<file path="src/rtl/axil_pkg.sv">
// Shared AXI4-Lite response codes, FSM state types and address helper.
// Pure declarations: no latency, no backpressure.
package axil_pkg;

  localparam logic [1:0] RESP_OKAY   = 2'b00;
  localparam logic [1:0] RESP_SLVERR = 2'b10;

  typedef enum logic {WR_IDLE, WR_RESP} wr_state_t;
  typedef enum logic {RD_IDLE, RD_DATA} rd_state_t;

  // Number of address bits that select a byte within one data word.
  function automatic int addr_lsb(input int data_width);
    return $clog2(data_width / 8);
  endfunction

endpackage

</file>
<file path="src/rtl/axil_slave_regfile_if.sv">
// AXI4-Lite bus bundle between an interconnect master and a register-file slave.
// Wires only: no latency; valid/ready backpressure on every channel.
interface axil_slave_regfile_if #(
  parameter int ADDR_WIDTH = 32,
  parameter int DATA_WIDTH = 32
);
  logic                      awvalid;
  logic                      awready;
  logic [ADDR_WIDTH-1:0]     awaddr;
  logic [2:0]                awprot;
  logic                      wvalid;
  logic                      wready;
  logic [DATA_WIDTH-1:0]     wdata;
  logic [DATA_WIDTH/8-1:0]   wstrb;
  logic                      bvalid;
  logic                      bready;
  logic [1:0]                bresp;
  logic                      arvalid;
  logic                      arready;
  logic [ADDR_WIDTH-1:0]     araddr;
  logic [2:0]                arprot;
  logic                      rvalid;
  logic                      rready;
  logic [DATA_WIDTH-1:0]     rdata;
  logic [1:0]                rresp;

  modport master (
    output awvalid, awaddr, awprot, wvalid, wdata, wstrb, bready, arvalid, araddr, arprot, rready,
    input  awready, wready, bvalid, bresp, arready, rvalid, rdata, rresp
  );

  modport slave (
    input  awvalid, awaddr, awprot, wvalid, wdata, wstrb, bready, arvalid, araddr, arprot, rready,
    output awready, wready, bvalid, bresp, arready, rvalid, rdata, rresp
  );
endinterface

</file>
<file path="src/rtl/axil_wr_ctrl.sv">
// Write-side handshake FSM: captures AW and W in any order, issues one commit strobe and the B response.
// Latency: BVALID one cycle after the later of AW/W handshakes; AW/W held not-ready until B is accepted.
module axil_wr_ctrl
  import axil_pkg::*;
#(
  parameter int ADDR_WIDTH = 32,
  parameter int DATA_WIDTH = 32
) (
  input  logic                    clk,
  input  logic                    rst_n,
  input  logic                    awvalid,
  output logic                    awready,
  input  logic [ADDR_WIDTH-1:0]   awaddr,
  input  logic                    wvalid,
  output logic                    wready,
  input  logic [DATA_WIDTH-1:0]   wdata,
  input  logic [DATA_WIDTH/8-1:0] wstrb,
  output logic                    bvalid,
  input  logic                    bready,
  output logic [1:0]              bresp,
  output logic                    wr_en,
  output logic [ADDR_WIDTH-1:0]   wr_idx,
  output logic [DATA_WIDTH-1:0]   wr_data,
  output logic [DATA_WIDTH/8-1:0] wr_strb,
  input  logic                    wr_err
);
  localparam int LSB = addr_lsb(DATA_WIDTH);

  wr_state_t               state, state_nxt;
  logic                    aw_held, w_held;
  logic [ADDR_WIDTH-1:0]   awaddr_q;
  logic [DATA_WIDTH-1:0]   wdata_q;
  logic [DATA_WIDTH/8-1:0] wstrb_q;
  logic [1:0]              bresp_q;
  logic                    aw_hs, w_hs;
  logic [ADDR_WIDTH-1:0]   addr_sel;

  assign awready  = (state == WR_IDLE) && !aw_held;
  assign wready   = (state == WR_IDLE) && !w_held;
  assign aw_hs    = awvalid && awready;
  assign w_hs     = wvalid && wready;
  assign bvalid   = (state == WR_RESP);
  assign bresp    = bresp_q;

  // A channel arriving this cycle is forwarded directly so a same-edge pair commits immediately.
  assign addr_sel = aw_held ? awaddr_q : awaddr;
  assign wr_idx   = addr_sel >> LSB;
  assign wr_data  = w_held ? wdata_q : wdata;
  assign wr_strb  = w_held ? wstrb_q : wstrb;
  assign wr_en    = (state == WR_IDLE) && (aw_held || aw_hs) && (w_held || w_hs);

  always_comb begin
    state_nxt = state;
    case (state)
      WR_IDLE: if (wr_en)  state_nxt = WR_RESP;
      WR_RESP: if (bready) state_nxt = WR_IDLE;
      default:             state_nxt = WR_IDLE;
    endcase
  end

  always_ff @(posedge clk or negedge rst_n) begin
    if (!rst_n) state <= WR_IDLE;
    else        state <= state_nxt;
  end

  always_ff @(posedge clk or negedge rst_n) begin
    if (!rst_n) begin
      aw_held  <= 1'b0;
      w_held   <= 1'b0;
      awaddr_q <= '0;
      wdata_q  <= '0;
      wstrb_q  <= '0;
      bresp_q  <= RESP_OKAY;
    end else if (wr_en) begin
      aw_held  <= 1'b0;
      w_held   <= 1'b0;
      bresp_q  <= wr_err ? RESP_SLVERR : RESP_OKAY;
    end else begin
      if (aw_hs) begin
        aw_held  <= 1'b1;
        awaddr_q <= awaddr;
      end
      if (w_hs) begin
        w_held  <= 1'b1;
        wdata_q <= wdata;
        wstrb_q <= wstrb;
      end
    end
  end

endmodule

</file>
<file path="src/rtl/axil_slave_regfile.sv">
// AXI4-Lite slave terminating on NUM_REGS registers (RW with byte strobes, or RO from user logic).
// Latency: B and R one cycle after handshake; one write and one read outstanding, held until BREADY/RREADY.
module axil_slave_regfile
  import axil_pkg::*;
#(
  parameter int                    ADDR_WIDTH  = 32,
  parameter int                    DATA_WIDTH  = 32,
  parameter int                    NUM_REGS    = 16,
  parameter logic [NUM_REGS-1:0]   RO_MASK     = '0,
  parameter logic [DATA_WIDTH-1:0] RESET_VALUE = '0
) (
  input  logic                             S_AXIL_ACLK,
  input  logic                             S_AXIL_ARESETn,
  axil_slave_regfile_if.slave              s_axil,
  output logic [NUM_REGS*DATA_WIDTH-1:0]   reg_out,
  output logic [NUM_REGS-1:0]              reg_wr_pulse,
  input  logic [NUM_REGS*DATA_WIDTH-1:0]   user_ro_in
);
  localparam int LSB = addr_lsb(DATA_WIDTH);
  localparam int SW  = DATA_WIDTH / 8;
  localparam int IW  = (NUM_REGS > 1) ? $clog2(NUM_REGS) : 1;

  logic clk, rst_n;
  assign clk   = S_AXIL_ACLK;
  assign rst_n = S_AXIL_ARESETn;

  logic                  wr_en, wr_err, wr_commit;
  logic [ADDR_WIDTH-1:0] wr_idx;
  logic [DATA_WIDTH-1:0] wr_data;
  logic [SW-1:0]         wr_strb;
  logic [IW-1:0]         wr_sel;
  logic                  unused_prot;

  assign unused_prot = ^{s_axil.awprot, s_axil.arprot};

  axil_wr_ctrl #(.ADDR_WIDTH(ADDR_WIDTH), .DATA_WIDTH(DATA_WIDTH)) u_wr_ctrl (
    .clk     (clk),
    .rst_n   (rst_n),
    .awvalid (s_axil.awvalid),
    .awready (s_axil.awready),
    .awaddr  (s_axil.awaddr),
    .wvalid  (s_axil.wvalid),
    .wready  (s_axil.wready),
    .wdata   (s_axil.wdata),
    .wstrb   (s_axil.wstrb),
    .bvalid  (s_axil.bvalid),
    .bready  (s_axil.bready),
    .bresp   (s_axil.bresp),
    .wr_en   (wr_en),
    .wr_idx  (wr_idx),
    .wr_data (wr_data),
    .wr_strb (wr_strb),
    .wr_err  (wr_err)
  );

  assign wr_sel    = wr_idx[IW-1:0];
  assign wr_err    = (wr_idx >= ADDR_WIDTH'(NUM_REGS)) || RO_MASK[wr_sel];
  assign wr_commit = wr_en && !wr_err;

  logic [DATA_WIDTH-1:0] rd_src [NUM_REGS];

  for (genvar i = 0; i < NUM_REGS; i++) begin : g_reg
    logic [DATA_WIDTH-1:0] r;
    if (RO_MASK[i]) begin : g_ro
      assign r = RESET_VALUE;
    end else begin : g_rw
      always_ff @(posedge clk or negedge rst_n) begin
        if (!rst_n) begin
          r <= RESET_VALUE;
        end else if (wr_commit && (wr_sel == IW'(i))) begin
          for (int b = 0; b < SW; b++) begin
            if (wr_strb[b]) r[b*8 +: 8] <= wr_data[b*8 +: 8];
          end
        end
      end
    end
    assign reg_out[i*DATA_WIDTH +: DATA_WIDTH] = r;
    assign rd_src[i] = RO_MASK[i] ? user_ro_in[i*DATA_WIDTH +: DATA_WIDTH] : r;
  end

  // The pulse lines up with the first BVALID cycle of the committing write.
  always_ff @(posedge clk or negedge rst_n) begin
    if (!rst_n) begin
      reg_wr_pulse <= '0;
    end else begin
      reg_wr_pulse <= '0;
      if (wr_commit) reg_wr_pulse[wr_sel] <= 1'b1;
    end
  end

  rd_state_t             rd_state, rd_state_nxt;
  logic                  ar_hs, rd_in_range;
  logic [ADDR_WIDTH-1:0] rd_idx;
  logic [IW-1:0]         rd_sel;
  logic [DATA_WIDTH-1:0] rdata_q;
  logic [1:0]            rresp_q;

  assign s_axil.arready = (rd_state == RD_IDLE);
  assign s_axil.rvalid  = (rd_state == RD_DATA);
  assign s_axil.rdata   = rdata_q;
  assign s_axil.rresp   = rresp_q;
  assign ar_hs          = s_axil.arvalid && s_axil.arready;
  assign rd_idx         = s_axil.araddr >> LSB;
  assign rd_sel         = rd_idx[IW-1:0];
  assign rd_in_range    = rd_idx < ADDR_WIDTH'(NUM_REGS);

  always_comb begin
    rd_state_nxt = rd_state;
    case (rd_state)
      RD_IDLE: if (ar_hs)         rd_state_nxt = RD_DATA;
      RD_DATA: if (s_axil.rready) rd_state_nxt = RD_IDLE;
      default:                    rd_state_nxt = RD_IDLE;
    endcase
  end

  always_ff @(posedge clk or negedge rst_n) begin
    if (!rst_n) rd_state <= RD_IDLE;
    else        rd_state <= rd_state_nxt;
  end

  // Sampled on the AR edge only, so a write committing on the same edge is not yet visible.
  always_ff @(posedge clk or negedge rst_n) begin
    if (!rst_n) begin
      rdata_q <= '0;
      rresp_q <= RESP_OKAY;
    end else if (ar_hs) begin
      rdata_q <= rd_in_range ? rd_src[rd_sel] : '0;
      rresp_q <= rd_in_range ? RESP_OKAY : RESP_SLVERR;
    end
  end

endmodule

</file>
<file path="src/flat_wrapper.sv">
// flat-port wrapper written by rule: the top's interface ports become plain ports
module axil_slave_regfile_flat import axil_pkg::*;
#(
  parameter int                    ADDR_WIDTH  = 32,
  parameter int                    DATA_WIDTH  = 32,
  parameter int                    NUM_REGS    = 16,
  parameter logic [NUM_REGS-1:0]   RO_MASK     = '0,
  parameter logic [DATA_WIDTH-1:0] RESET_VALUE = '0
)
  (S_AXIL_ACLK, S_AXIL_ARESETn, reg_out, reg_wr_pulse, user_ro_in, s_axil_awvalid, s_axil_awaddr, s_axil_awprot, s_axil_wvalid, s_axil_wdata, s_axil_wstrb, s_axil_bready, s_axil_arvalid, s_axil_araddr, s_axil_arprot, s_axil_rready, s_axil_awready, s_axil_wready, s_axil_bvalid, s_axil_bresp, s_axil_arready, s_axil_rvalid, s_axil_rdata, s_axil_rresp);
  axil_slave_regfile_if #(.ADDR_WIDTH(ADDR_WIDTH), .DATA_WIDTH(DATA_WIDTH)) s_axil_i ();
  input  logic S_AXIL_ACLK;
  input  logic S_AXIL_ARESETn;
  output logic [NUM_REGS*DATA_WIDTH-1:0] reg_out;
  output logic [NUM_REGS-1:0] reg_wr_pulse;
  input  logic [NUM_REGS*DATA_WIDTH-1:0] user_ro_in;
  input wire logic [$bits(s_axil_i.awvalid)-1:0] s_axil_awvalid;
  input wire logic [$bits(s_axil_i.awaddr)-1:0] s_axil_awaddr;
  input wire logic [$bits(s_axil_i.awprot)-1:0] s_axil_awprot;
  input wire logic [$bits(s_axil_i.wvalid)-1:0] s_axil_wvalid;
  input wire logic [$bits(s_axil_i.wdata)-1:0] s_axil_wdata;
  input wire logic [$bits(s_axil_i.wstrb)-1:0] s_axil_wstrb;
  input wire logic [$bits(s_axil_i.bready)-1:0] s_axil_bready;
  input wire logic [$bits(s_axil_i.arvalid)-1:0] s_axil_arvalid;
  input wire logic [$bits(s_axil_i.araddr)-1:0] s_axil_araddr;
  input wire logic [$bits(s_axil_i.arprot)-1:0] s_axil_arprot;
  input wire logic [$bits(s_axil_i.rready)-1:0] s_axil_rready;
  output wire logic [$bits(s_axil_i.awready)-1:0] s_axil_awready;
  output wire logic [$bits(s_axil_i.wready)-1:0] s_axil_wready;
  output wire logic [$bits(s_axil_i.bvalid)-1:0] s_axil_bvalid;
  output wire logic [$bits(s_axil_i.bresp)-1:0] s_axil_bresp;
  output wire logic [$bits(s_axil_i.arready)-1:0] s_axil_arready;
  output wire logic [$bits(s_axil_i.rvalid)-1:0] s_axil_rvalid;
  output wire logic [$bits(s_axil_i.rdata)-1:0] s_axil_rdata;
  output wire logic [$bits(s_axil_i.rresp)-1:0] s_axil_rresp;
  assign s_axil_i.awvalid = s_axil_awvalid;
  assign s_axil_i.awaddr = s_axil_awaddr;
  assign s_axil_i.awprot = s_axil_awprot;
  assign s_axil_i.wvalid = s_axil_wvalid;
  assign s_axil_i.wdata = s_axil_wdata;
  assign s_axil_i.wstrb = s_axil_wstrb;
  assign s_axil_i.bready = s_axil_bready;
  assign s_axil_i.arvalid = s_axil_arvalid;
  assign s_axil_i.araddr = s_axil_araddr;
  assign s_axil_i.arprot = s_axil_arprot;
  assign s_axil_i.rready = s_axil_rready;
  assign s_axil_awready = s_axil_i.awready;
  assign s_axil_wready = s_axil_i.wready;
  assign s_axil_bvalid = s_axil_i.bvalid;
  assign s_axil_bresp = s_axil_i.bresp;
  assign s_axil_arready = s_axil_i.arready;
  assign s_axil_rvalid = s_axil_i.rvalid;
  assign s_axil_rdata = s_axil_i.rdata;
  assign s_axil_rresp = s_axil_i.rresp;
  axil_slave_regfile #(.ADDR_WIDTH(ADDR_WIDTH), .DATA_WIDTH(DATA_WIDTH), .NUM_REGS(NUM_REGS), .RO_MASK(RO_MASK), .RESET_VALUE(RESET_VALUE)) u_core (.S_AXIL_ACLK(S_AXIL_ACLK), .S_AXIL_ARESETn(S_AXIL_ARESETn), .s_axil(s_axil_i), .reg_out(reg_out), .reg_wr_pulse(reg_wr_pulse), .user_ro_in(user_ro_in));
endmodule
</file>
<file path="config.mk">
export PLATFORM = sky130hd
export DESIGN_NAME = axil_slave_regfile_flat
export DESIGN_NICKNAME = d
export VERILOG_FILES = /design/src/rtl/axil_pkg.sv /design/src/rtl/axil_slave_regfile_if.sv /design/src/rtl/axil_wr_ctrl.sv /design/src/rtl/axil_slave_regfile.sv /design/src/flat_wrapper.sv
export SDC_FILE = /design/constraint.sdc
export NUM_CORES = 1
export LEC_CHECK = 0
export CORE_AREA = 2 2 463 465
export DETAILED_ROUTE_END_ITERATION = 10
export DIE_AREA = 0 0 465 467
export RECOVER_POWER = 100
export SYNTH_ARGS = -nofsm -noshare
export SYNTH_HDL_FRONTEND = slang
export SYNTH_SLANG_ARGS = --single-unit
</file>
<file path="constraint.sdc">
create_clock -name S_AXIL_ACLK -period 6.81 [get_ports S_AXIL_ACLK]
set_input_delay 0.681 -clock S_AXIL_ACLK [delete_from_list [all_inputs] [get_ports S_AXIL_ACLK]]
set_output_delay 0.681 -clock S_AXIL_ACLK [all_outputs]
set_load 0.03 [all_outputs]
</file>
### Yosys cells after proc, flatten, opt, wreduce, memory -nomap -nowiden

Memories as Yosys holds them, arrays and structs flattened.
Cells that the tools add are included.
Widths: inputs -> output; s select.

| storage, ports and cells | value |
|---|---|
| output and inout bits | 569 |
| bits in read-only memories | 16 |
| flip-flop bits (word level) | 636 |
| memories kept | 1 |
| word-level logic and storage cells | 223 |
| bits of input ports | 625 |

Memories:

| memory | words | bits a word | read ports | clocked after memory_dff | wr ports | RTL line | text |
|---|---|---|---|---|---|---|---|
| (no name shown) | 16 | 1 | 1 | 0 | 0 | axil_slave_regfile.sv:57 | `assign wr_err = (wr_idx >= ADDR_WIDTH'(NUM_REGS)) \|\| RO_MASK[wr_sel];` |

| operators by class | value |
|---|---|
| bitwise gates (word level) | 4 |
| eq/ne operators | 15 |
| reduce and logical (&&, ||, !) cells | 100 |
| multiplexer cells | 23 |
| order comparisons | 5 |

Operator list:

| cell | number |
|---|---|
| $mux 32 | 5 |
| $reduce_and 2->1 | 66 |
| $bmux 32 s4 | 1 |
| $eq 4x4->1 const B | 8 |
| $ge 30x5->1 const B | 1 |
| $lt 30x5->1 const B | 1 |
| $logic_and 1x1->1 | 25 |
| $eq 4x3->1 const B | 4 |
| $mux 16 | 1 |
| $mux 1 | 10 |
| $eq 4x2->1 const B | 2 |
| $ge 5x5->1 const B | 1 |
| $lt 4x5->1 const B | 1 |
| $not 4->5 | 1 |
| $demux 1 s4 | 1 |
| $eq 4x1->1 const B | 1 |
| $ge 4x1->1 const B | 1 |
| $logic_not 4->1 | 1 |
| $mux 2 | 2 |
| $mux 4 | 1 |
| $pmux 1 s2 | 2 |
| $reduce_bool 2->1 | 2 |
| $logic_not 1->1 | 3 |
| $logic_or 1x1->1 | 3 |
| $not 1->1 | 3 |

### Longest topological paths before layout

Gate-level depths: netlist of the first run.

| logic depth | value |
|---|---|
| word-level depth | 9 |
| depth in mapped cells | 9 |
| depth with buffers taken out | 5 |

### Modules after synthesis

A second synthesis of the first run with hierarchy kept.

| unflattened totals | value |
|---|---|
| cells, all modules | 2034 |
| area total of the unflattened synthesis | 29819.8 µm² |

Modules (own cells, without submodules):

| module | cells an instance | area an instance (µm²) | sequential area each (µm²) | times used |
|---|---|---|---|---|
| axil_slave_regfile | 1799 | 26243.9 | 14063.5 | 1 |
| axil_wr_ctrl | 235 | 3575.9 | 1751.7 | 1 |

### Least setup slack after synthesis of the first run

No wires, ideal clock.

| path | value |
|---|---|
| kind | in2reg |
| start | in s_axil_araddr[2] |
| end | reg u_core.rdata_q[17], in the netlist u_core.s_axil.rdata[17] |
| library setup time | 0.121 ns |
| data required time | 6.689 ns |
| arrival time | 2.448 ns |
| stages | 6 |
| setup slack | 4.241 ns |
| cells stage by stage | clkbuf_1 > buf_1 > mux4_2 > a22oi_1 > nand2_1 > a22o_1 |

| on the way | value |
|---|---|
| cells in the longest elaborated chain, start to end | 5 |

RTL lines:

| item | RTL line | text |
|---|---|---|
| start: declaration | flat_wrapper.sv:25 | `input wire logic [$bits(s_axil_i.araddr)-1:0] s_axil_araddr;` |
| branches (longest 4 deep; another with $lt 30x5->1) | -- |  |
| $mux 32 (*) | axil_slave_regfile.sv:127 | `rdata_q <= rd_in_range ? rd_src[rd_sel] : '0;` |
| end signal: assignment | axil_slave_regfile.sv:127 |  |
| end: declaration | axil_slave_regfile.sv:95 | `logic [DATA_WIDTH-1:0] rdata_q;` |

Mark *: on every way between the ends. The select of a mux whose other input is x is not followed.
A chain may end at the register's enable or synchronous reset.

### Worst setup path in the final report of the first run

| path | value |
|---|---|
| start | reg u_core.u_wr_ctrl.aw_held |
| end | reg u_core.g_reg[11].r[2] |

| on the way | value |
|---|---|
| cells in the longest elaborated chain, start to end | 9 |

RTL lines:

| item | RTL line | text |
|---|---|---|
| start: declaration | axil_wr_ctrl.sv:30 | `logic aw_held, w_held;` |
| start signal: assignment | axil_wr_ctrl.sv:68 | `aw_held <= 1'b0;` |
| start signal: assignment | axil_wr_ctrl.sv:75 | `aw_held <= 1'b0;` |
| start signal: assignment | axil_wr_ctrl.sv:80 | `aw_held <= 1'b1;` |
| branches (longest 7 deep; another with $ge 30x5->1) | -- |  |
| $logic_and 1x1->1 (*) | axil_slave_regfile.sv:70 | `end else if (wr_commit && (wr_sel == IW'(i))) begin` |
| $reduce_and 2->1 (no source line) (*) | -- |  |
| end signal: indexed assignment | axil_slave_regfile.sv:72 | `if (wr_strb[b]) r[b*8 +: 8] <= wr_data[b*8 +: 8];` |
| end: declaration | axil_slave_regfile.sv:63 | `logic [DATA_WIDTH-1:0] r;` |

Marks and branches as above.

==> impl_metrics.prom, run 1 <==
# TYPE chip_impl_metric gauge
chip_impl_info{name="run_status",value="finished with violations"} 1
chip_impl_info{name="violations_in_the_final_reports",value="capacitance limit, slew limit"} 1
chip_impl_metric{name="worst-endpoint-required",unit="ps"} 7360
chip_impl_metric{name="ys_async_rst_share",unit=""} 1.000
chip_impl_info{name="reg_to_reg_critical_path_startpoint",value="u_core.u_wr_ctrl.aw_held"} 1
chip_impl_metric{name="numPortBuffers",unit=""} 669
chip_impl_metric{name="max-clock-path-buffers",unit=""} 3
chip_impl_metric{name="fin_ws",unit="ps"} 1400
chip_impl_metric{name="setup_slack_placement",unit="ps"} 2229
chip_impl_metric{name="achievable-frequency",unit="MHz"} 184.9
chip_impl_metric{name="final_cell_count_without_fillers",unit=""} 5397
chip_impl_metric{name="synth_enable_flop_cells",unit=""} 0
chip_impl_metric{name="wire_length_of_the_first_global_routing_pass",unit="mm"} 191.1
chip_impl_metric{name="finalHoldViolCount",unit=""} 0
chip_impl_metric{name="cts_inserted_buffers",unit=""} 80
chip_impl_metric{name="postCtsSetupRepairBufs",unit=""} 0
chip_impl_metric{name="chipHeight",unit="µm"} 467
chip_impl_metric{name="post_drt_wl_per_cell",unit="µm"} 26.45
chip_impl_info{name="synthMostInstantiatedCell",value="sky130_fd_sc_hd__dfrtp_1"} 1
chip_impl_metric{name="vias_in_the_first_global_route",unit=""} 21120
chip_impl_metric{name="initial_utilization",unit=""} 0.1354
chip_impl_metric{name="synth_compound_gate_area_share",unit=""} 0.03203
chip_impl_info{name="setup.worst_path.start_class",value="flip-flop"} 1
chip_impl_metric{name="maximum_number_of_pins_on_one_net_before_global_route_repair",unit=""} 158
chip_impl_metric{name="die-width",unit="µm"} 465
chip_impl_metric{name="cts.sink_count",unit=""} 632
chip_impl_metric{name="setup_viol",unit=""} 0
chip_impl_metric{name="synth-seq-cells",unit=""} 632
chip_impl_metric{name="syn-mean-instance-area",unit="µm²"} 15.62
chip_impl_metric{name="grt_antenna_before_repair",unit=""} 9
chip_impl_info{name="netlist_top_cells_count",value="sky130_fd_sc_hd__dfrtp_1, sky130_fd_sc_hd__mux2_2, sky130_fd_sc_hd__mux4_2, sky130_fd_sc_hd__clkbuf_1, sky130_fd_sc_hd__a22oi_1"} 1
chip_impl_metric{name="via_per_inst",unit=""} 3.728
chip_impl_metric{name="worst_ir_drop_vdd",unit="mV"} 0.1772
chip_impl_metric{name="synth_mux_area_frac",unit=""} 0.3423
chip_impl_info{name="clk_root_buffer_cell",value="sky130_fd_sc_hd__clkbuf_16"} 1
chip_impl_metric{name="final_layout_size_suffix_gt1_frac",unit=""} 0.3614
chip_impl_info{name="setup.worst_path.start",value="u_core.u_wr_ctrl.aw_held"} 1
chip_impl_metric{name="finalNetCount",unit=""} 3135
chip_impl_metric{name="globalplace.congestion",unit=""} 0.8010
chip_impl_metric{name="p_per_area",unit="mW/mm²"} 244.8
chip_impl_metric{name="post-place-cells",unit=""} 5248
chip_impl_metric{name="relSlewSlack",unit=""} -1.537
chip_impl_info{name="worst_setup_path_end_kind",value="flip-flop"} 1
chip_impl_metric{name="place.detailed.hpwl",unit="mm"} 105.9
chip_impl_info{name="crit_path_end",value="u_core.g_reg[11].r[2]"} 1
chip_impl_metric{name="drtIter0Drc",unit=""} 1227
chip_impl_info{name="yosys-top-cells-area",value="sky130_fd_sc_hd__dfrtp_1, sky130_fd_sc_hd__mux2_2, sky130_fd_sc_hd__mux4_2"} 1
chip_impl_metric{name="critPathArrivalTime",unit="ps"} 5960
chip_impl_metric{name="synthesis.instances",unit=""} 1835
chip_impl_metric{name="leakagePower",unit="nW"} 19.74
chip_impl_metric{name="dr.pass1.iters",unit=""} 6
chip_impl_metric{name="fin_crit",unit="ps"} 5410
chip_impl_metric{name="num_rows",unit=""} 169
chip_impl_metric{name="syn-cell-area",unit="mm²"} 0.02867
chip_impl_metric{name="clkTransAtPathRegs",unit="ps"} 60
chip_impl_metric{name="final_min_period_over_clock_period",unit=""} 0.7944
chip_impl_info{name="regToRegEndpoint",value="u_core.g_reg[11].r[2]"} 1
chip_impl_metric{name="synth_xor_area_frac",unit=""} 0
chip_impl_metric{name="layout.cell_area.non_filler",unit="mm²"} 0.04125
chip_impl_info{name="tritoncts",value="done"} 1
chip_impl_metric{name="yosys.area_share.adder",unit=""} 0
chip_impl_info{name="largest_family_of_logic_cells_by_synthesized_area",value="multiplexers"} 1
chip_impl_metric{name="synthDistinctLibCells",unit=""} 38
chip_impl_metric{name="r2r_setup_slack",unit="ps"} 1400
chip_impl_metric{name="setup_tns",unit="ps"} 0
chip_impl_info{name="rsz_0062_raised_after_global_routing",value="false"} 1
chip_impl_metric{name="synth_top_area_share",unit=""} 0.5517
chip_impl_metric{name="instance_area_after_placement",unit="mm²"} 0.03887
chip_impl_metric{name="worst_hold_slack",unit="ps"} 497.9
chip_impl_metric{name="grt_usage",unit=""} 0.1286
chip_impl_metric{name="overflow",unit=""} 0
chip_impl_metric{name="cap_viol_max_count",unit=""} 9
chip_impl_metric{name="synth_sequential_area_ratio",unit=""} 0.5517
chip_impl_metric{name="final.setup_skew",unit="ps"} 44.51
chip_impl_info{name="synth.largest_area_cell",value="sky130_fd_sc_hd__dfrtp_1"} 1
chip_impl_metric{name="timing_max_transition_violations_final",unit=""} 255
chip_impl_metric{name="synthesis.yosys.warnings",unit=""} 0
chip_impl_metric{name="drt.antenna.violating_nets",unit=""} 0
chip_impl_metric{name="vias",unit=""} 20120
chip_impl_metric{name="postRouteWirelength",unit="mm"} 142.7
chip_impl_metric{name="fp.dieArea",unit="mm²"} 0.2172
chip_impl_metric{name="detail_route.drc_violations",unit=""} 0
chip_impl_metric{name="worst_skew_pair.late_latency",unit="ps"} 720
chip_impl_metric{name="area_delta_synth_final",unit="%"} 43.87
chip_impl_metric{name="reg2reg_depth",unit=""} 5
chip_impl_metric{name="htree_num_levels",unit=""} 3
chip_impl_info{name="hp-class",value="reg -> reg"} 1
chip_impl_metric{name="worst_slew_pin_slew",unit="ps"} 3805
chip_impl_info{name="critPathKind",value="reg -> reg"} 1
chip_impl_info{name="synth_top_flop_cell",value="sky130_fd_sc_hd__dfrtp_1"} 1
chip_impl_metric{name="placeableCoreArea",unit="mm²"} 0.2117
chip_impl_metric{name="synth-simple-area-share",unit=""} 0.05386
chip_impl_metric{name="ioPinCount",unit=""} 1194
chip_impl_metric{name="critical_path.max_fanout",unit=""} 24
-- routing by layer --
layer	vias up	wire length [µm]	part of all wire	GRT usage
li1	8372	-	-	-
met1	10820	56080	0.39	0.1490
met2	742	71790	0.50	0.2235
met3	187	8321	0.058	0.03264
met4	2	6511	0.046	0.05515
met5	-	15	0.00011	0
-- metrics by stage --
step                utilization  power (W)
floorplan                     -   0.005058
global placement         0.1836   0.005768
detailed placement       0.1836   0.005806
CTS                      0.1964    0.01034
global route             0.1948    0.01058
finish                   0.1949    0.01010
-- final cells by class --
class | instances | area, µm²
inverters | 8 | 30.03
clock inverters | 31 | 441.7
clock buffers | 114 | 2260
diodes | 3 | 7.507
flip-flops and latches | 632 | 15820
repair buffers | 717 | 7034
fillers | 22730 | 170400
multi-input cells | 1071 | 12130
well taps | 2821 | 3530
-- power by group --
part / switching [W] / leakage [nW] / total [W] / internal, W
Combinational: 0.00104 / 9.74 / 0.00154 / 0.000491
Sequential: 0.000160 / 8.68 / 0.00413 / 0.00397
Clock: 0.00186 / 1.32 / 0.00443 / 0.00257
-- cells by family after synthesis --
| group | count (synthesis) |
|---|---|
| mux | 744 |
| buf+inv | 133 |
| other cells | 1 |
| simple gates | 207 |
| flops | 632 |
| compound gates | 118 |
-- worst max-delay path, cell delays in order (launching register included) --
cell and delay [ps]:
sky130_fd_sc_hd__dfrtp_1 970, sky130_fd_sc_hd__a22oi_1 250, sky130_fd_sc_hd__a21oi_1 1800, sky130_fd_sc_hd__clkbuf_1 810
sky130_fd_sc_hd__nand4_2 870, sky130_fd_sc_hd__mux2_2 550
-- state kept, by name, summed over array words and instances (netlist names) --
register                   count
u_core.s_axil.rresp            1
u_core.s_axil.rvalid           1
u_core.u_wr_ctrl.bresp         1
u_core.reg_wr_pulse           16
u_core.u_wr_ctrl.w_held        1
u_core.u_wr_ctrl.wstrb_q       4
u_core.u_wr_ctrl.aw_held       1
u_core.u_wr_ctrl.bvalid        1
u_core.s_axil.rdata           32
u_core.g.r                   512
u_core.u_wr_ctrl.awaddr_q     30
u_core.u_wr_ctrl.wdata_q      32
-- cells in the final DEF (no fill, tap or decap), types with 3 or more instances in the layout --
cell	netlist	final
sky130_fd_sc_hd__mux2_2	604	604
sky130_fd_sc_hd__nand4_1	5	20
sky130_fd_sc_hd__buf_4	12	20
sky130_fd_sc_hd__nor2b_1	5	3
sky130_fd_sc_hd__dfrtp_1	632	631
sky130_fd_sc_hd__nor4b_1	0	10
sky130_fd_sc_hd__nor4_1	17	17
sky130_fd_sc_hd__mux4_2	128	128
sky130_fd_sc_hd__clkinv_2	0	10
sky130_fd_sc_hd__o21ai_0	6	6
sky130_fd_sc_hd__clkbuf_8	0	13
sky130_fd_sc_hd__inv_6	0	4
sky130_fd_sc_hd__nand2_1	55	55
sky130_fd_sc_hd__and4_1	4	4
sky130_fd_sc_hd__bufinv_16	0	6
sky130_fd_sc_hd__nand4_2	46	31
sky130_fd_sc_hd__buf_12	0	4
sky130_fd_sc_hd__nand3_1	3	3
sky130_fd_sc_hd__mux2_1	7	7
sky130_fd_sc_hd__nor3_1	5	5
sky130_fd_sc_hd__a21oi_1	4	3
sky130_fd_sc_hd__clkbuf_1	75	44
sky130_fd_sc_hd__mux2i_1	5	4
sky130_fd_sc_hd__clkdlybuf4s50_1	0	99
sky130_fd_sc_hd__dlygate4sd3_1	0	568
sky130_fd_sc_hd__nor2_1	41	38
sky130_fd_sc_hd__o32ai_2	1	3
sky130_fd_sc_hd__diode_2	0	3
sky130_fd_sc_hd__a22oi_1	65	65
sky130_fd_sc_hd__nand3b_1	5	5
sky130_fd_sc_hd__and2_1	4	3
sky130_fd_sc_hd__nand2b_1	4	3
sky130_fd_sc_hd__clkbuf_16	0	80
sky130_fd_sc_hd__a22o_1	32	32
sky130_fd_sc_hd__inv_1	8	8
-- worst min path at each step --
stage / start / endpoint / depth (start not counted) / slack (ps)
finish: u_core.s_axil.rdata[13] / u_core.s_axil.rdata[13] / 1 / 500
global route: s_axil_rready / u_core.s_axil.rvalid / 2 / 480
CTS: s_axil_rready / u_core.s_axil.rvalid / 2 / 450
detailed placement: u_core.u_wr_ctrl.wdata_q[10] / u_core.u_wr_ctrl.wdata_q[10] / 1 / 490
global placement: u_core.u_wr_ctrl.wdata_q[30] / u_core.u_wr_ctrl.wdata_q[30] / 1 / 480
floorplan: S_AXIL_ARESETn / u_core.g_reg[0].r[0] / 0 / 390
-- timing repair --
| action | in CTS | in global routing |
|---|---|---|
| hold buffers | 1 | 0 |
| resized for setup | 0 | 0 |
| endpoints found under the setup margin | 0 | 0 |
| endpoints found under the hold margin | 5 | 0 |
Note: power is estimated with default switching activity, not from simulation.
==> inputs of run 2 (changes only) <==
--- a/config.mk
+++ b/config.mk
@@ -5,9 +5,9 @@
 export SDC_FILE = /design/constraint.sdc
 export NUM_CORES = 1
 export LEC_CHECK = 0
-export CORE_AREA = 2 2 463 465
+export CORE_AREA = 2 2 465 467
 export DETAILED_ROUTE_END_ITERATION = 10
-export DIE_AREA = 0 0 465 467
+export DIE_AREA = 0 0 467 469
 export RECOVER_POWER = 100
 export SYNTH_ARGS = -nofsm -noshare
 export SYNTH_HDL_FRONTEND = slang
==> constraint.sdc (replaced) <==
create_clock -name S_AXIL_ACLK -period 4.8 [get_ports S_AXIL_ACLK]
set_input_delay 0.48 -clock S_AXIL_ACLK [delete_from_list [all_inputs] [get_ports S_AXIL_ACLK]]
set_output_delay 0.48 -clock S_AXIL_ACLK [all_outputs]
set_load 0.03 [all_outputs]
==> impl_metrics.prom, run 2 (same netlist as run 1, synthesis figures left out) <==
# TYPE chip_impl_metric gauge
chip_impl_metric{name="drt.antenna.violating_nets",unit=""} 0
chip_impl_metric{name="critical_path.max_fanout",unit=""} 24
chip_impl_info{name="setup.worst_path.start_class",value="flip-flop"} 1
chip_impl_metric{name="chipHeight",unit="µm"} 469
chip_impl_metric{name="die-width",unit="µm"} 467
chip_impl_metric{name="finalNetCount",unit=""} 3159
chip_impl_metric{name="num_rows",unit=""} 170
chip_impl_metric{name="fillers",unit=""} 23050
chip_impl_metric{name="critPathArrivalTime",unit="ps"} 4780
chip_impl_metric{name="vias_in_the_first_global_route",unit=""} 21050
chip_impl_info{name="run_status",value="finished with violations"} 1
chip_impl_metric{name="final_cell_count_without_fillers",unit=""} 5432
chip_impl_metric{name="critical_path.n_buffers_inverters",unit=""} 1
chip_impl_metric{name="max-clock-path-buffers",unit=""} 3
chip_impl_info{name="most-common-layout-cells",value="sky130_fd_sc_hd__dfrtp_1, sky130_fd_sc_hd__mux2_2, sky130_fd_sc_hd__dlygate4sd3_1"} 1
chip_impl_metric{name="relSlewSlack",unit=""} -0.7880
chip_impl_metric{name="post-place-cells",unit=""} 5290
chip_impl_metric{name="leakagePower",unit="nW"} 19.87
chip_impl_metric{name="grt_usage",unit=""} 0.1286
chip_impl_metric{name="cts.sink_count",unit=""} 632
chip_impl_metric{name="ioPinCount",unit=""} 1194
chip_impl_metric{name="via_per_inst",unit=""} 3.716
chip_impl_metric{name="overflow",unit=""} 0
chip_impl_info{name="path_delay_family",value="compound AO/OA/AOI/OAI gates"} 1
chip_impl_info{name="rsz_0062_raised_after_global_routing",value="false"} 1
chip_impl_metric{name="detail_route.drc_violations",unit=""} 0
chip_impl_metric{name="slowest_delay",unit="ps"} 1260
chip_impl_metric{name="worst_skew_pair.late_latency",unit="ps"} 730
chip_impl_metric{name="placeableCoreArea",unit="mm²"} 0.2138
chip_impl_metric{name="post_drt_wl_per_cell",unit="µm"} 26.53
chip_impl_metric{name="worst-endpoint-required",unit="ps"} 5390
chip_impl_metric{name="htree_num_levels",unit=""} 3
chip_impl_info{name="tritoncts",value="done"} 1
chip_impl_metric{name="drtIter0Drc",unit=""} 1408
chip_impl_info{name="violations_in_the_final_reports",value="capacitance limit, slew limit"} 1
chip_impl_info{name="layout.cells.most_common",value="sky130_fd_sc_hd__dfrtp_1"} 1
chip_impl_metric{name="worst_slew_pin_slew",unit="ps"} 2682
chip_impl_info{name="hold_path_startpoint",value="s_axil_rready"} 1
chip_impl_info{name="cp_slowest_cell",value="sky130_fd_sc_hd__o32ai_1"} 1
chip_impl_metric{name="cap_viol_max_count",unit=""} 8
chip_impl_metric{name="grt_antenna_before_repair",unit=""} 18
chip_impl_metric{name="postCtsSetupRepairBufs",unit=""} 0
chip_impl_metric{name="cts_inserted_buffers",unit=""} 79
chip_impl_metric{name="fp.dieArea",unit="mm²"} 0.2190
chip_impl_info{name="setup.worst_path.start",value="u_core.u_wr_ctrl.aw_held"} 1
chip_impl_metric{name="clkTransAtPathRegs",unit="ps"} 70
chip_impl_metric{name="final_core_util",unit=""} 0.1941
chip_impl_metric{name="numPortBuffers",unit=""} 669
chip_impl_metric{name="vias",unit=""} 20190
chip_impl_metric{name="final_min_period_over_clock_period",unit=""} 0.8742
chip_impl_metric{name="dr.pass1.iters",unit=""} 7
chip_impl_metric{name="p_per_area",unit="mW/mm²"} 345.7
chip_impl_metric{name="area_delta_synth_final",unit="%"} 44.70
chip_impl_info{name="critPathKind",value="reg -> reg"} 1
chip_impl_metric{name="maximum_number_of_pins_on_one_net_before_global_route_repair",unit=""} 132
chip_impl_metric{name="fin_crit",unit="ps"} 4196
chip_impl_metric{name="worst_ir_drop_vdd",unit="mV"} 0.2875
chip_impl_metric{name="final_layout_size_suffix_gt1_frac",unit=""} 0.3648
chip_impl_metric{name="wire_length_of_the_first_global_routing_pass",unit="mm"} 191.8
chip_impl_metric{name="globalplace.congestion",unit=""} 0.8181
chip_impl_info{name="hp-class",value="in -> reg"} 1
chip_impl_metric{name="place.detailed.hpwl",unit="mm"} 108.2
chip_impl_info{name="reg_to_reg_critical_path_startpoint",value="u_core.u_wr_ctrl.aw_held"} 1
chip_impl_metric{name="setup_tns",unit="ps"} 0
chip_impl_metric{name="timing_max_transition_violations_final",unit=""} 206
chip_impl_metric{name="finalHoldViolCount",unit=""} 0
chip_impl_info{name="clk_root_buffer_cell",value="sky130_fd_sc_hd__clkbuf_16"} 1
chip_impl_metric{name="initial_utilization",unit=""} 0.1341
chip_impl_info{name="worstPathCellList",value="o32ai_1 > and2_0 > clkbuf_2 > nand4_1 > mux2_2"} 1
chip_impl_info{name="regMostFlops",value="u_core.g.r"} 1
chip_impl_info{name="worst_setup_path_end_kind",value="flip-flop"} 1
chip_impl_metric{name="largest_register_ffs",unit=""} 512
chip_impl_metric{name="setup_viol",unit=""} 0
chip_impl_metric{name="postRouteWirelength",unit="mm"} 144.1
chip_impl_metric{name="achievable-frequency",unit="MHz"} 238.3
chip_impl_metric{name="final.setup_skew",unit="ps"} 40.59
-- run 2: changes by cell type in the layout (fill, tap and decap cells not counted), sizes merged --
cell / delta
buf: +9
inv: +1
clkbuf: +3
diode: +6
clkinv: -7
clkinvlp: +4
bufinv: +2
-- run 2: power by group --
part           leakage [nW]  switching [W]  internal, W
logic                  9.92        0.00149     0.000701
registers              8.68       0.000217      0.00563
clock network          1.28        0.00266      0.00364
-- run 2: cell type report --
type	count	area [µm²]	share of cell area
clock inverter	31	491.7	0.01185
antenna	9	22.52	0.0005429
clock buffer	101	2161	0.05209
timing repair buffer	742	7237	0.1745
inverter	8	30.03	0.0007239
tap	2838	3551	0.08560
multi-input combinational	1071	12170	0.2934
sequential	632	15820	0.3813
-- run 2: metrics by stage --
step / area [µm²] / total power, W / setup slack [ps] / hold WS (ps)
floorplan: 28670 / 0.007176 / 2428 / 184.4
global placement: 39150 / 0.008211 / 718.6 / 480.9
global route: 41470 / 0.01496 / 409.6 / 309.6
finish: 41480 / 0.01434 / 604.0 / 331.0
CTS: 41810 / 0.01470 / 904.7 / 237.7
detailed placement: 39150 / 0.008264 / 658.7 / 486.6
-- run 2: repair_timing --
item | in CTS | in global routing
hold buffers | 1 | 0
setup endpoints to repair | 0 | 0
endpoints found under the hold margin | 66 | 0
gates resized for setup | 0 | 0
-- run 2: worst reg2reg max path, delay by kind of cell (launching register included) --
| family | cells | cell delay [ps] |
|---|---|---|
| muxes | 1 | 570 |
| AOI/OAI and AO/OA | 1 | 1260 |
| DFF | 1 | 700 |
| and+or+nand+nor | 2 | 1080 |
| buffers and inverters | 1 | 470 |
-- run 2: final timing paths --
check                                          end  slack, ps  depth (start not counted)
min                           u_core.s_axil.rvalid        330                          2
max reg2reg                  u_core.g_reg[5].r[31]        600                          5
min reg2reg                 u_core.s_axil.rdata[7]        500                          1
max in group asynchronous  u_core.reg_wr_pulse[14]        990                          3
max                          u_core.g_reg[5].r[31]        600                          5
min in group asynchronous    u_core.g_reg[13].r[6]       1120                          2
-- run 2: per-layer routing --
metal,share of wire,vias to the layer above,GRT usage
li1,-,8398,-
met1,0.39,10860,0.1478
met2,0.50,739,0.2251
met3,0.058,191,0.03231
met4,0.048,2,0.05590
met5,0.000076,-,0
